==> config.mk <==
export PLATFORM = sky130hd
export DESIGN_NAME = dm_port_sequencer_flat
export DESIGN_NICKNAME = d
export VERILOG_FILES = /design/src/rtl/dm_port_sequencer_if.sv /design/src/rtl/dm_port_sequencer.sv /design/src/flat_wrapper.sv
export SDC_FILE = /design/constraint.sdc
export NUM_CORES = 1
export LEC_CHECK = 0
export CAP_MARGIN = 25
export CORE_MARGIN = 8
export CORE_UTILIZATION = 33
export DETAILED_ROUTE_END_ITERATION = 6
export PLACE_DENSITY = 0.55
export SLEW_MARGIN = 10
export SYNTH_ARGS = -nofsm -noshare
export SYNTH_HDL_FRONTEND = slang
export SYNTH_SLANG_ARGS = --single-unit
==> constraint.sdc <==
create_clock -name clk -period 6.5 [get_ports clk]
set_input_delay 1.95 -clock clk [delete_from_list [all_inputs] [get_ports clk]]
set_output_delay 1.95 -clock clk [all_outputs]
set_load 0.005 [all_outputs]
==> src/rtl/dm_port_sequencer_if.sv <==
// Requester port bundle for dm_port_sequencer; one instance per requester.
// The requester drives the master side, the sequencer the slave side.
interface dm_port_sequencer_if #(
  parameter int ADDR_W = 9
) ();
  logic              req;
  logic              we;
  logic [1:0]        size;
  logic              unsign;
  logic [ADDR_W-1:0] addr;
  logic [31:0]       wdata;
  logic              gnt;
  logic              done;
  logic [31:0]       rdata;

  modport master (
    output req, we, size, unsign, addr, wdata,
    input  gnt, done, rdata
  );

  modport slave (
    input  req, we, size, unsign, addr, wdata,
    output gnt, done, rdata
  );
endinterface

==> src/rtl/dm_port_sequencer.sv <==
// Two-requester round-robin arbiter that splits byte/half/word accesses into byte beats
// on a byte-wide RAM. Optional misalignment trap enabled by macro DM_ALIGN_CHECK_EN.
module dm_port_sequencer #(
  parameter int ADDR_W    = 9,
  parameter int RAM_BYTES = 512
) (
  input  logic               clk,
  input  logic               rst,
  dm_port_sequencer_if.slave r0,
  dm_port_sequencer_if.slave r1,
  output logic               err,
  output logic               busy,
  output logic               mem_en,
  output logic               mem_we,
  output logic [ADDR_W-1:0]  mem_addr,
  output logic [7:0]         mem_wdata,
  input  logic [7:0]         mem_rdata
);

  typedef enum logic [1:0] {
    IDLE = 2'd0,
    BEAT = 2'd1,
    CAPT = 2'd2,
    DONE = 2'd3
  } state_e;

  localparam logic [ADDR_W:0] RAM_LIM = (ADDR_W + 1)'(RAM_BYTES);

  state_e            state_q, state_d;
  logic              rr_last_q, sel_q, we_q, unsign_q, err_q;
  logic [1:0]        size_q, beat_q, last_beat_s;
  logic [ADDR_W-1:0] addr_q;
  logic [31:0]       wdata_q, rdata0_q, rdata1_q, rdata_asm_s;
  logic [23:0]       buf_q;
  logic              grant_s, win_s, mis_s;
  logic              win_we_s, win_unsign_s;
  logic [1:0]        win_size_s;
  logic [ADDR_W-1:0] win_addr_s;
  logic [31:0]       win_wdata_s;

  function automatic logic [ADDR_W-1:0] wrap_add(input logic [ADDR_W-1:0] a, input logic [1:0] i);
    logic [ADDR_W:0] s;
    s = {1'b0, a} + {{(ADDR_W - 1){1'b0}}, i};
    if (s >= RAM_LIM) begin
      s = s - RAM_LIM;
    end else begin
      s = s;
    end
    return s[ADDR_W-1:0];
  endfunction

  // Final byte arrives straight from the RAM in CAPT; earlier bytes come from buf.
  function automatic logic [31:0] extend(input logic [23:0] b, input logic [7:0] last,
                                         input logic [1:0] size, input logic uns);
    logic [31:0] v;
    case (size)
      2'b00:   v = {{24{~uns & last[7]}}, last};
      2'b01:   v = {{16{~uns & last[7]}}, last, b[7:0]};
      default: v = {last, b[23:0]};
    endcase
    return v;
  endfunction

  assign win_we_s     = win_s ? r1.we     : r0.we;
  assign win_size_s   = win_s ? r1.size   : r0.size;
  assign win_unsign_s = win_s ? r1.unsign : r0.unsign;
  assign win_addr_s   = win_s ? r1.addr   : r0.addr;
  assign win_wdata_s  = win_s ? r1.wdata  : r0.wdata;

`ifdef DM_ALIGN_CHECK_EN
  assign mis_s = grant_s & (((win_size_s == 2'b01) & win_addr_s[0]) |
                            (win_size_s[1] & (win_addr_s[1:0] != 2'b00)));
`else
  assign mis_s = 1'b0;
`endif

  assign last_beat_s = (size_q == 2'b00) ? 2'd0 : ((size_q == 2'b01) ? 2'd1 : 2'd3);
  assign rdata_asm_s = extend(buf_q, mem_rdata, size_q, unsign_q);

  // Arbitration: only in IDLE; on contention the requester not served last wins
  always_comb begin
    grant_s = 1'b0;
    win_s   = 1'b0;
    if (state_q == IDLE) begin
      if (r0.req && r1.req) begin
        grant_s = 1'b1;
        win_s   = ~rr_last_q;
      end else if (r0.req) begin
        grant_s = 1'b1;
        win_s   = 1'b0;
      end else if (r1.req) begin
        grant_s = 1'b1;
        win_s   = 1'b1;
      end else begin
        grant_s = 1'b0;
        win_s   = 1'b0;
      end
    end else begin
      grant_s = 1'b0;
      win_s   = 1'b0;
    end
  end

  // Next-state logic
  always_comb begin
    state_d = state_q;
    case (state_q)
      IDLE: begin
        if (grant_s) begin
          state_d = mis_s ? DONE : BEAT;
        end else begin
          state_d = IDLE;
        end
      end
      BEAT: begin
        if (beat_q == last_beat_s) begin
          state_d = we_q ? DONE : CAPT;
        end else begin
          state_d = BEAT;
        end
      end
      CAPT:    state_d = DONE;
      DONE:    state_d = IDLE;
      default: state_d = IDLE;
    endcase
  end

  // Write byte lane for the current beat
  always_comb begin
    mem_wdata = 8'h00;
    if (state_q == BEAT) begin
      case (beat_q)
        2'd0:    mem_wdata = wdata_q[7:0];
        2'd1:    mem_wdata = wdata_q[15:8];
        2'd2:    mem_wdata = wdata_q[23:16];
        default: mem_wdata = wdata_q[31:24];
      endcase
    end else begin
      mem_wdata = 8'h00;
    end
  end

  assign mem_en   = (state_q == BEAT);
  assign mem_we   = mem_en & we_q;
  assign mem_addr = mem_en ? wrap_add(addr_q, beat_q) : {ADDR_W{1'b0}};
  assign busy     = (state_q != IDLE);
  assign err      = (state_q == DONE) & err_q;

  assign r0.gnt   = grant_s & ~win_s;
  assign r1.gnt   = grant_s & win_s;
  assign r0.done  = (state_q == DONE) & ~sel_q;
  assign r1.done  = (state_q == DONE) & sel_q;
  assign r0.rdata = rdata0_q;
  assign r1.rdata = rdata1_q;

  // State, access latch, byte capture and result registers
  always_ff @(posedge clk or posedge rst) begin
    if (rst) begin
      state_q   <= IDLE;
      rr_last_q <= 1'b1;
      sel_q     <= 1'b0;
      we_q      <= 1'b0;
      unsign_q  <= 1'b0;
      err_q     <= 1'b0;
      size_q    <= 2'b00;
      beat_q    <= 2'd0;
      addr_q    <= {ADDR_W{1'b0}};
      wdata_q   <= 32'h0000_0000;
      buf_q     <= 24'h00_0000;
      rdata0_q  <= 32'h0000_0000;
      rdata1_q  <= 32'h0000_0000;
    end else begin
      state_q <= state_d;
      case (state_q)
        IDLE: begin
          if (grant_s) begin
            rr_last_q <= win_s;
            sel_q     <= win_s;
            we_q      <= win_we_s;
            size_q    <= win_size_s;
            unsign_q  <= win_unsign_s;
            addr_q    <= win_addr_s;
            wdata_q   <= win_wdata_s;
            err_q     <= mis_s;
            beat_q    <= 2'd0;
          end
        end
        BEAT: begin
          beat_q <= beat_q + 2'd1;
          // RAM answers one cycle late, so this cycle carries the previous beat's byte
          if (!we_q) begin
            case (beat_q)
              2'd1:    buf_q[7:0]   <= mem_rdata;
              2'd2:    buf_q[15:8]  <= mem_rdata;
              2'd3:    buf_q[23:16] <= mem_rdata;
              default: buf_q        <= buf_q;
            endcase
          end
        end
        CAPT: begin
          if (sel_q) begin
            rdata1_q <= rdata_asm_s;
          end else begin
            rdata0_q <= rdata_asm_s;
          end
        end
        DONE: begin
          err_q  <= 1'b0;
          beat_q <= 2'd0;
        end
        default: state_q <= IDLE;
      endcase
    end
  end

endmodule

==> src/flat_wrapper.sv <==
// flat-port wrapper written by rule: the top's interface ports become plain ports
module dm_port_sequencer_flat 
#(
  parameter int ADDR_W    = 9,
  parameter int RAM_BYTES = 512
)
  (clk, rst, err, busy, mem_en, mem_we, mem_addr, mem_wdata, mem_rdata, r0_req, r0_we, r0_size, r0_unsign, r0_addr, r0_wdata, r0_gnt, r0_done, r0_rdata, r1_req, r1_we, r1_size, r1_unsign, r1_addr, r1_wdata, r1_gnt, r1_done, r1_rdata);
  dm_port_sequencer_if #(.ADDR_W(ADDR_W)) r0_i ();
  dm_port_sequencer_if #(.ADDR_W(ADDR_W)) r1_i ();
  input  logic clk;
  input  logic rst;
  output logic err;
  output logic busy;
  output logic mem_en;
  output logic mem_we;
  output logic [ADDR_W-1:0] mem_addr;
  output logic [7:0] mem_wdata;
  input  logic [7:0] mem_rdata;
  input wire logic [$bits(r0_i.req)-1:0] r0_req;
  input wire logic [$bits(r0_i.we)-1:0] r0_we;
  input wire logic [$bits(r0_i.size)-1:0] r0_size;
  input wire logic [$bits(r0_i.unsign)-1:0] r0_unsign;
  input wire logic [$bits(r0_i.addr)-1:0] r0_addr;
  input wire logic [$bits(r0_i.wdata)-1:0] r0_wdata;
  output wire logic [$bits(r0_i.gnt)-1:0] r0_gnt;
  output wire logic [$bits(r0_i.done)-1:0] r0_done;
  output wire logic [$bits(r0_i.rdata)-1:0] r0_rdata;
  input wire logic [$bits(r1_i.req)-1:0] r1_req;
  input wire logic [$bits(r1_i.we)-1:0] r1_we;
  input wire logic [$bits(r1_i.size)-1:0] r1_size;
  input wire logic [$bits(r1_i.unsign)-1:0] r1_unsign;
  input wire logic [$bits(r1_i.addr)-1:0] r1_addr;
  input wire logic [$bits(r1_i.wdata)-1:0] r1_wdata;
  output wire logic [$bits(r1_i.gnt)-1:0] r1_gnt;
  output wire logic [$bits(r1_i.done)-1:0] r1_done;
  output wire logic [$bits(r1_i.rdata)-1:0] r1_rdata;
  assign r0_i.req = r0_req;
  assign r0_i.we = r0_we;
  assign r0_i.size = r0_size;
  assign r0_i.unsign = r0_unsign;
  assign r0_i.addr = r0_addr;
  assign r0_i.wdata = r0_wdata;
  assign r0_gnt = r0_i.gnt;
  assign r0_done = r0_i.done;
  assign r0_rdata = r0_i.rdata;
  assign r1_i.req = r1_req;
  assign r1_i.we = r1_we;
  assign r1_i.size = r1_size;
  assign r1_i.unsign = r1_unsign;
  assign r1_i.addr = r1_addr;
  assign r1_i.wdata = r1_wdata;
  assign r1_gnt = r1_i.gnt;
  assign r1_done = r1_i.done;
  assign r1_rdata = r1_i.rdata;
  dm_port_sequencer #(.ADDR_W(ADDR_W), .RAM_BYTES(RAM_BYTES)) u_core (.clk(clk), .rst(rst), .r0(r0_i), .r1(r1_i), .err(err), .busy(busy), .mem_en(mem_en), .mem_we(mem_we), .mem_addr(mem_addr), .mem_wdata(mem_wdata), .mem_rdata(mem_rdata));
endmodule
# Word-level counts from Yosys, hierarchy flattened
# Cells that the tools add are included.
# word_totals
reg_bits	140
# classes
addsub	3
magnitude_cmp	1
eq_ne	9
mux	27
bitwise	12
n_reduce_logical	15
# op_table
op	count
$pmux 32 s2	1
$mux 32	1
$mux 9	3
$pmux 8 s3	1
$mux 1	12
$add 9x2->10	1
$ge 10x10->1 const B	1
$mux 2	5
$reduce_and 2->1	5
$reduce_and 3->1	3
$sub 9x1->9 const B	1
$eq 2x2->1 const B	4
$mux 8	1
$pmux 2 s4	1
$and 1x1->1	7
$eq 2x1->1 const B	3
$logic_not 2->1	3
$pmux 2 s3	1
$not 1->1	5
$reduce_bool 2->1	2
$reduce_bool 3->1	1
$add 2x1->2 const B	1
$eq 2x2->1	1
$ne 2x1->1 const B	1
2 further kinds	2

# Depth between registers and ports, before layout
# Gate-level depths: netlist (run 1).
# logic_depth
word_depth	6
depth_mapped	6
ltp_nobuf	5

# Least setup slack after synthesis (run 1)
# Ideal clock, no wire load.
# synth_timing
kind	input port to output port
start	input r1_req
end	output r0_gnt
arrival_ns	2.439
required_time_ns	4.550
path_slack_ns	2.111
cell_stages	4
n_path_buf	2
path_cell_list	nand2b_1 and3_1 buf_4 buf_6
# synth_between
elab_chain_cells	6
elab_cells_between_ends	10
cone_classes	7 x mux; 2 x bitwise; 1 x reduce/logical
# synth_lines
item	line_no	rtl
start, declared	flat_wrapper.sv:28	input wire logic [$bits(r1_i.req)-1:0] r1_req;
$mux 1	dm_port_sequencer.sv:91	end else if (r1.req) begin
$mux 1	dm_port_sequencer.sv:88	end else if (r0.req) begin
$mux 1	dm_port_sequencer.sv:85	if (r0.req && r1.req) begin
$mux 1	dm_port_sequencer.sv:84	if (state_q == IDLE) begin
$not 1->1	dm_port_sequencer.sv:149	assign r0.gnt = grant_s & ~win_s;
$and 1x1->1 (*)	dm_port_sequencer.sv:149	
end, declared	flat_wrapper.sv:25	output wire logic [$bits(r0_i.gnt)-1:0] r0_gnt;
# Every way passes the cells marked *; elsewhere a longest branch is shown, timed or not.

# Worst setup path after layout (run 1)
# Ends and elaborated chain as after synthesis.

==> metrics.yaml, run 1 <==
synth-edff-count: 0
startpoint_type: "input pin"
ys_top_cells_by_count: "dfrtp_1, nand2_1, o21ai_0"
grt_pass1_wl_um: 30500
synth_nets: 701
h-tree-depth: 4
vdd_drop_max_v: 0.000187
die_h_um: 156
post-synth-top-count-cell: "dfrtp_1"
outcome: "finished with violations"
drive_gt1_frac: 0.0977
yosysSeqAreaShare: 0.541
fillers: 1797
p_leak_nw: 3.83
path_clk_slew_ns: 0.06
area_delta_synth_final_pct: 41.8
fin_crit_sh: 0.810
drt_iter0_markers: 342
fin_worst_skew_ns: 0.00657
synth_top_area_cell: "dfrtp_1"
yosysUniqueCellTypes: 48
r2r_cells: 4
cts_tree: "yes"
ys_seq_elements: 139
ant_nets: 0
grt_pass1_vias: 5600
grt_overflow_total: 0
synthArstFlopShare: 1.00
insertion_delay_ns: 0.41
pwr-share-comb: 0.417
grt_use_total: 0.161
fin_util: 0.473
place_hpwl_um: 14000
dieArea_um2: 24200
initial_utilization: 0.334
antenna_cells: 0
synth_cells: 591
core-area_um2: 19300
failed_checks: "design-rule violations"
synth_area_um2: 6430
ctsHoldBuffers: 0
num_vias: 5195
pwr-share-seq: 0.353
placementRows: 51
crit_type: "input pin to output port"
grt_max_degree: 99
p_per_area_nw_per_um2: 490
cts_buffers: 17
arrival_ns: 3.32
numPortBuffers: 189
synth_top_area_frac: 0.537
postCtsSetupBuffers: 0
crit-reg2reg-launch: "u_core.state_q[0]"
max-clock-path-buffers: 2
endpoint_kind: "output port"
whs_path_depth: 2
timing.fmax_mhz: 190
clkPwrFrac: 0.229
slew_headroom: 0.376
place.gp.congestion: 0.774
finalWorstPathRequiredPeriod_ns: 5.27
antenna_found_initial: 2
drc_errors: 2
root_buffer: "clkbuf_16"
critPathMaxFanout: 3
cts_repair_resize_count: 0
yosysWarnings: 0
internal_power_mw: 2.98
min-delay-start: "u_core.r0.rdata[18]"
wl_per_cell_um: 18.7
hold_viol: 0
cts.sinks: 139
hold_path.class: "register to register"
setup_violations: 0
p_total_mw: 4.47
final_area_um2: 9120
slew_viol_final: 0
drtPass1Iterations: 7
io_pins: 191
ys.flop_type: "dfrtp_1"
fp.dieW_um: 156
yosys-top-cells-area: "dfrtp_1, a221o_1, o21ai_0, a21boi_0, nand2_1"
timing.setup.tns_ns: 0
dpl_cell_area_um2: 8480
wl_um: 19300
critPathLaunch: "r1_req"
worstPathRequired_ns: 4.55
tightestPinTransition_ns: 0.933
switching_share: 0.334
syn_area_per_cell_um2: 10.9
switching_power_mw: 1.49
max_cap_viol_count: 0
viasPerCell: 5.03
final_nets: 867
rsz0062_at_grt: "no"
==> power groups by stage <==
| stage | Sequential (mW) | Clock (mW) | Combinational [mW] |
|---|---|---|---|
| after floorplan | 1.51 | 0 | 1.04 |
| after global placement | 1.58 | 0 | 1.85 |
| after detailed placement | 1.59 | 0 | 1.89 |
| after CTS | 1.58 | 1.05 | 1.89 |
| after global routing | 1.63 | 1.08 | 2.06 |
| final | 1.58 | 1.02 | 1.87 |
==> final cells by class <==
| cell class | instances | area [um^2] | share of cell area |
|---|---|---|---|
| Clock buffer | 20 | 457 | 0.0501 |
| Timing Repair Buffer | 196 | 1960 | 0.215 |
| Multi-Input combinational cell | 393 | 2680 | 0.294 |
| Clock inverter | 10 | 165 | 0.0181 |
| Inverter | 10 | 42.5 | 0.00467 |
| Sequential cell | 139 | 3480 | 0.382 |
| Tap cell | 265 | 332 | 0.0364 |
==> worst paths after layout <==
path	endpoint	slack, ns
min in group asynchronous	u_core.r0.rdata[7]	2.06
worst min-delay path	u_core.r0.rdata[18]	0.48
max in group asynchronous	u_core.wdata_q[25]	3.27
worst min register to register	u_core.r0.rdata[18]	0.48
worst max-delay path	r0_gnt	1.23
worst max register to register	u_core.wdata_q[21]	4.08
==> flip-flops by register name, summed over array words and instances, names as in the netlist, named ones only <==
signal            count
u_core.addr_q         9
u_core.beat_q         2
u_core.buf_q         24
u_core.r0.rdata      32
u_core.r1.rdata      32
u_core.rr_last_q      1
u_core.sel_q          1
u_core.size_q         2
u_core.state_q        1
u_core.unsign_q       1
u_core.wdata_q       32
u_core.we_q           1
==> worst max-delay path, stage by stage <==
cell	delay (ns)
clkdlybuf4s50_1	0.50
nand2b_1	0.11
and3_2	0.21
clkdlybuf4s50_1	0.54
==> metrics by stage <==
step	std cells	setup slack (ns)	hold WS, ns
after floorplan	591	0.827	0.472
after global placement	1001	1.21	0.462
after detailed placement	1002	1.23	0.469
after CTS	1032	1.22	0.483
after global routing	1033	1.18	0.510
final	1033	1.23	0.477
==> per-layer routing <==
layer | track usage | wire (um) | vias up
li1 | - | - | 2474
met1 | 0.198 | 8500 | 2496
met2 | 0.252 | 8700 | 201
met3 | 0.0665 | 1700 | 20
met4 | 0.0494 | 350 | 4
met5 | 0 | 31 | -
==> cells by family (layout without fill, tap and decap cells) <==
| group | count (synthesis) | after routing | share of synthesized area |
|---|---|---|---|
| xor gates and xnor gates | 2 | 2 | 0.00272 |
| AOI/OAI and AO/OA | 210 | 210 | 0.230 |
| DFF | 139 | 139 | 0.541 |
| other | 1 | 1 | 0.000583 |
| muxes | 34 | 34 | 0.0576 |
| buffers and inverters | 59 | 236 | 0.0430 |
| and+or+nand+nor | 138 | 138 | 0.108 |
| adders and majority gates | 8 | 8 | 0.0167 |
==> placed cells by master, fill, tap and decap left out, types with 10 or more instances in the layout <==
| master | synthesis | routed |
|---|---|---|
| dfrtp_1 | 138 | 138 |
| clkbuf_16 | 0 | 17 |
| nand2_1 | 80 | 80 |
| o21ai_0 | 64 | 64 |
| mux2_2 | 24 | 24 |
| a221o_1 | 45 | 45 |
| a21boi_0 | 41 | 41 |
| a21oi_1 | 22 | 22 |
| nor2_1 | 11 | 11 |
| nand2b_1 | 10 | 10 |
| and2_1 | 10 | 10 |
| mux2i_1 | 10 | 10 |
| clkdlybuf4s50_1 | 0 | 189 |
(Power assumes the default switching activity.)
==> inputs of run 2 (changes only) <==
==> constraint.sdc (replaced) <==
create_clock -name clk -period 5.04 [get_ports clk]
set_input_delay 1.512 -clock clk [delete_from_list [all_inputs] [get_ports clk]]
set_output_delay 1.512 -clock clk [all_outputs]
set_load 0.005 [all_outputs]
==> metrics.yaml, run 2 (same netlist as run 1, synthesis figures left out) <==
outcome: "completed"
io_pins: 191
use_met2: 0.267
insertion_delay_ns: 0.42
area_delta_synth_final_pct: 42.1
fillers: 1805
grt_pass1_wl_um: 30700
placementRows: 51
drtPass1Iterations: 6
fin_worst_skew_ns: 0.00612
p_per_area_nw_per_um2: 629
endpoint_kind: "output port"
startpoint_type: "input pin"
slew_viol_final: 0
viasPerCell: 5.07
p_leak_nw: 3.85
ant_nets: 0
h-tree-depth: 4
cts_tree: "yes"
max-clock-path-buffers: 2
multi_input_comb_area_um2: 2680
timing.fmax_mhz: 227
fin_crit_sh: 0.872
wl_um: 19600
final_area_um2: 9140
fin_cells: 1038
grt.met1_usage: 0.197
arrival_ns: 2.88
numPortBuffers: 189
place.gp.congestion: 0.787
cts_buffers: 17
drc_errors: 0
final_cell_mix: "clkdlybuf4s50_1, dfrtp_1, nand2_1"
timing.setup.tns_ns: 0
hold_viol: 0
critical-path-slowest-cell: "clkdlybuf4s50_1"
initial_utilization: 0.334
fin_util: 0.474
hold_path.class: "register to register"
antenna_found_initial: 2
fin_hold_ws_ns: 0.477
cp_cell_sequence: "clkdlybuf4s50_1 > nand2b_1 > and3_2 > clkdlybuf4s50_1"
grt_use_total: 0.162
num_vias: 5265
wl_per_cell_um: 18.9
tightestPinTransition_ns: 0.789
rsz0062_at_grt: "no"
dp.cells: 1004
slew_headroom: 0.474
root_buffer: "clkbuf_16"
cts.sinks: 139
path_clk_slew_ns: 0.06
grt_pass1_vias: 5470
max_cap_viol_count: 0
critPathMaxFanout: 3
p_total_mw: 5.75
postCtsSetupBuffers: 0
critPathMaxStageDelay_ns: 0.51
drive_gt1_frac: 0.102
ctsHoldBuffers: 0
vdd_drop_max_v: 0.000313
dieArea_um2: 24200
final_common_cell: "clkdlybuf4s50_1"
met3_usage: 0.0562
fp.dieW_um: 156
core-area_um2: 19300
finalWorstPathRequiredPeriod_ns: 4.40
fin_ws_ns: 0.644
drt_iter0_markers: 337
final_nets: 869
grt_overflow_total: 0
grt_max_degree: 84
place_ws_ns: 0.643
die_h_um: 156
crit_type: "input pin to output port"
worstPathRequired_ns: 3.53
place_hpwl_um: 14200
grt_busiest_layer: "met2"
path_common_cell: "clkdlybuf4s50_1"
cts_repair_resize_count: 0
setup_violations: 0
dpl_cell_area_um2: 8510
regArea_um2: 3480
-- run 2: cell types whose count changed in the layout (fill, tap and decap cells not counted), sizes merged --
cell	change
inv	+2
diode	+1
bufinv	-1
clkbuf	-2
clkinvlp	-1
buf	+2
clkinv	+4
-- run 2: area by class of cell --
cell class	instances	share of cell area
well taps	265	0.0363
repair buffers	198	0.218
inverters	10	0.00452
clock inverters	14	0.0204
clock buffers	18	0.0470
multi-input cells	393	0.293
flip-flops and latches	139	0.381
diodes	1	0.000274
-- run 2: power by group --
group	internal [mW]	total [mW]	switching (mW)
combinational	1.33	2.40	1.07
sequential	1.66	2.04	0.380
clock	0.792	1.31	0.515
total	3.78	5.75	1.96
-- run 2: metal layers --
| layer | vias to the layer above | wire length (um) |
|---|---|---|
| li1 | 2487 | - |
| met1 | 2568 | 8440 |
| met2 | 191 | 9420 |
| met3 | 17 | 1460 |
| met4 | 2 | 257 |
| met5 | - | 12 |
-- run 2: final timing paths --
path                                           from                  end  slack, ns  cells past startpoint
worst min-delay path            u_core.r0.rdata[29]  u_core.r0.rdata[29]       0.48                      2
min in group asynchronous                       rst   u_core.r1.rdata[7]       1.52                      2
worst min register to register  u_core.r0.rdata[29]  u_core.r0.rdata[29]       0.48                      2
max in group asynchronous                       rst     u_core.rr_last_q       2.66                      3
worst max register to register    u_core.state_q[0]   u_core.wdata_q[26]       2.71                      5
worst max-delay path                         r1_req               r0_gnt       0.64                      4
-- run 2: worst max-delay path, delay by kind of cell --
family        cells  cell delay [ns]
buf+inv           2             1.02
simple gates      2             0.35
==> inputs of run 3 (changes only) <==
--- a/config.mk
+++ b/config.mk
@@ -6,7 +6,7 @@
 export NUM_CORES = 1
 export LEC_CHECK = 0
 export CAP_MARGIN = 25
-export CORE_MARGIN = 8
+export CORE_MARGIN = 2
 export CORE_UTILIZATION = 33
 export DETAILED_ROUTE_END_ITERATION = 6
 export PLACE_DENSITY = 0.55
==> metrics.yaml, run 3 (same netlist as run 1, synthesis figures left out) <==
outcome: "completed"
crit_type: "input pin to output port"
met3_length_um: 1170
crit-reg2reg-launch: "u_core.beat_q[1]"
wl_um: 18200
place.gp.congestion: 0.789
p_total_mw: 5.61
final_nets: 870
drc_errors: 0
min_to: "u_core.r0.rdata[5]"
fp.dieW_um: 144
critical-path-slowest-cell: "clkdlybuf4s50_1"
slew_viol_final: 0
fin_ws_ns: 0.651
fillers: 1760
critPathMaxStageDelay_ns: 0.59
drive_gt1_frac: 0.104
r2r-end: "u_core.buf_q[6]"
insertion_delay_ns: 0.43
grt_use_total: 0.182
ctsHoldBuffers: 0
critPathMaxFanout: 3
area_delta_synth_final_pct: 41.8
startpoint_type: "input pin"
regArea_um2: 3480
r2r_cells: 4
p_leak_nw: 3.83
place_ws_ns: 0.655
final_common_cell: "clkdlybuf4s50_1"
dieArea_um2: 20600
max_cap_viol_count: 0
multi_input_comb_area_um2: 2680
dr_wl_met2_um: 8540
hold_viol: 0
tightestPinTransition_ns: 0.793
cts_tree: "yes"
timing.fmax_mhz: 228
whs_path_depth: 2
topRoutingLayerUsed: "met4"
switching_power_mw: 1.92
wl_per_cell_um: 17.6
numPortBuffers: 189
internal_power_mw: 3.68
place_hpwl_um: 13000
fin_cells: 1037
clkPwrFrac: 0.212
grt_pass1_wl_um: 28700
cts_repair_resize_count: 0
final_cell_mix: "clkdlybuf4s50_1, dfrtp_1, nand2_1"
endpoint_kind: "output port"
drtPass1Iterations: 5
postCtsSetupBuffers: 0
viasPerCell: 5.05
timing.setup.tns_ns: 0
grt_max_degree: 65
p_per_area_nw_per_um2: 615
core-area_um2: 19300
arrival_ns: 2.88
m1WireLength_um: 8170
root_buffer: "clkbuf_16"
num_vias: 5234
cts_buffers: 17
reg2reg_slack_ns: 2.85
pwr-share-comb: 0.425
fin_worst_skew_ns: 0.0140
rsz0062_at_grt: "no"
grt_pass1_vias: 5335
initial_utilization: 0.334
vdd_drop_max_v: 0.000255
pwr-share-seq: 0.363
placementRows: 51
hold_path.class: "register to register"
grt_overflow_total: 0
dp.cells: 1005
h-tree-depth: 4
slew_headroom: 0.471
die_h_um: 144
max-clock-path-buffers: 2
setup_violations: 0
crit_family: "buffers and inverters"
cts.sinks: 139
cp_num_buf_inv: 2
ant_nets: 0
worstPathRequired_ns: 3.53
fin_crit_sh: 0.871
switching_share: 0.343
antenna_found_initial: 0
fin_util: 0.473
min-delay-start: "u_core.r0.rdata[5]"
finalWorstPathRequiredPeriod_ns: 4.39
cp_cell_sequence: "clkdlybuf4s50_1 > and3_2 > clkdlybuf4s50_1"
path_common_cell: "clkdlybuf4s50_1"
io_pins: 191
drt_iter0_markers: 342
antenna_cells: 0
path_clk_slew_ns: 0.06
-- run 3: cell types whose count changed in the layout (fill, tap and decap cells not counted) --
cell / before / now
buf_6: 1 / 0
bufinv_16: 3 / 1
inv_6: 3 / 2
inv_8: 2 / 0
diode_2: 1 / 0
clkinvlp_4: 2 / 4
clkinv_2: 1 / 3
buf_16: 0 / 1
clkbuf_1: 1 / 0
clkbuf_8: 0 / 1
buf_12: 2 / 3
-- run 3: worst max-delay path by stage --
| stage | endpoint | cells past startpoint | start |
|---|---|---|---|
| final | r1_gnt | 3 | r1_req |
| after global routing | r0_gnt | 4 | r1_req |
| after CTS | r0_gnt | 4 | r1_req |
| after detailed placement | r0_gnt | 4 | r1_req |
| after global placement | r0_gnt | 4 | r1_req |
| after floorplan | r0_gnt | 4 | r1_req |
-- run 3: routing by layer --
metal | up-vias | global-route usage
met5 | - | 0
met4 | 0 | 0.0599
met3 | 19 | 0.0533
met2 | 185 | 0.289
met1 | 2544 | 0.238
li1 | 2486 | -
-- run 3: worst register-to-register path, cell delays in order (launching register included) --
cell and delay (ns):
dfrtp_1 0.50, inv_1 0.16, ha_1 0.37, nor3b_2 0.64, mux2_2 0.41
-- run 3: cell type report --
| cell class | instances | share of cell area |
|---|---|---|
| clock buffers | 18 | 0.0482 |
| clock inverters | 13 | 0.0132 |
| inverters | 10 | 0.00453 |
| multi-input cells | 393 | 0.294 |
| flip-flops and latches | 139 | 0.382 |
| well taps | 265 | 0.0364 |
| repair buffers | 199 | 0.222 |
-- run 3: power groups by stage --
stage | clock, mW | combinational [mW] | sequential, mW
detailed placement | 0 | 2.41 | 2.06
finish | 1.19 | 2.39 | 2.03
global route | 1.26 | 2.64 | 2.11
global placement | 0 | 2.35 | 2.04
floorplan | 0 | 1.35 | 1.95
CTS | 1.21 | 2.42 | 2.04
-- run 3: through the flow --
stage	instance area, um^2	hold slack [ns]
finish	9120	0.481
CTS	9110	0.486
global placement	8500	0.460
global route	9120	0.507
detailed placement	8550	0.473
floorplan	6430	0.472
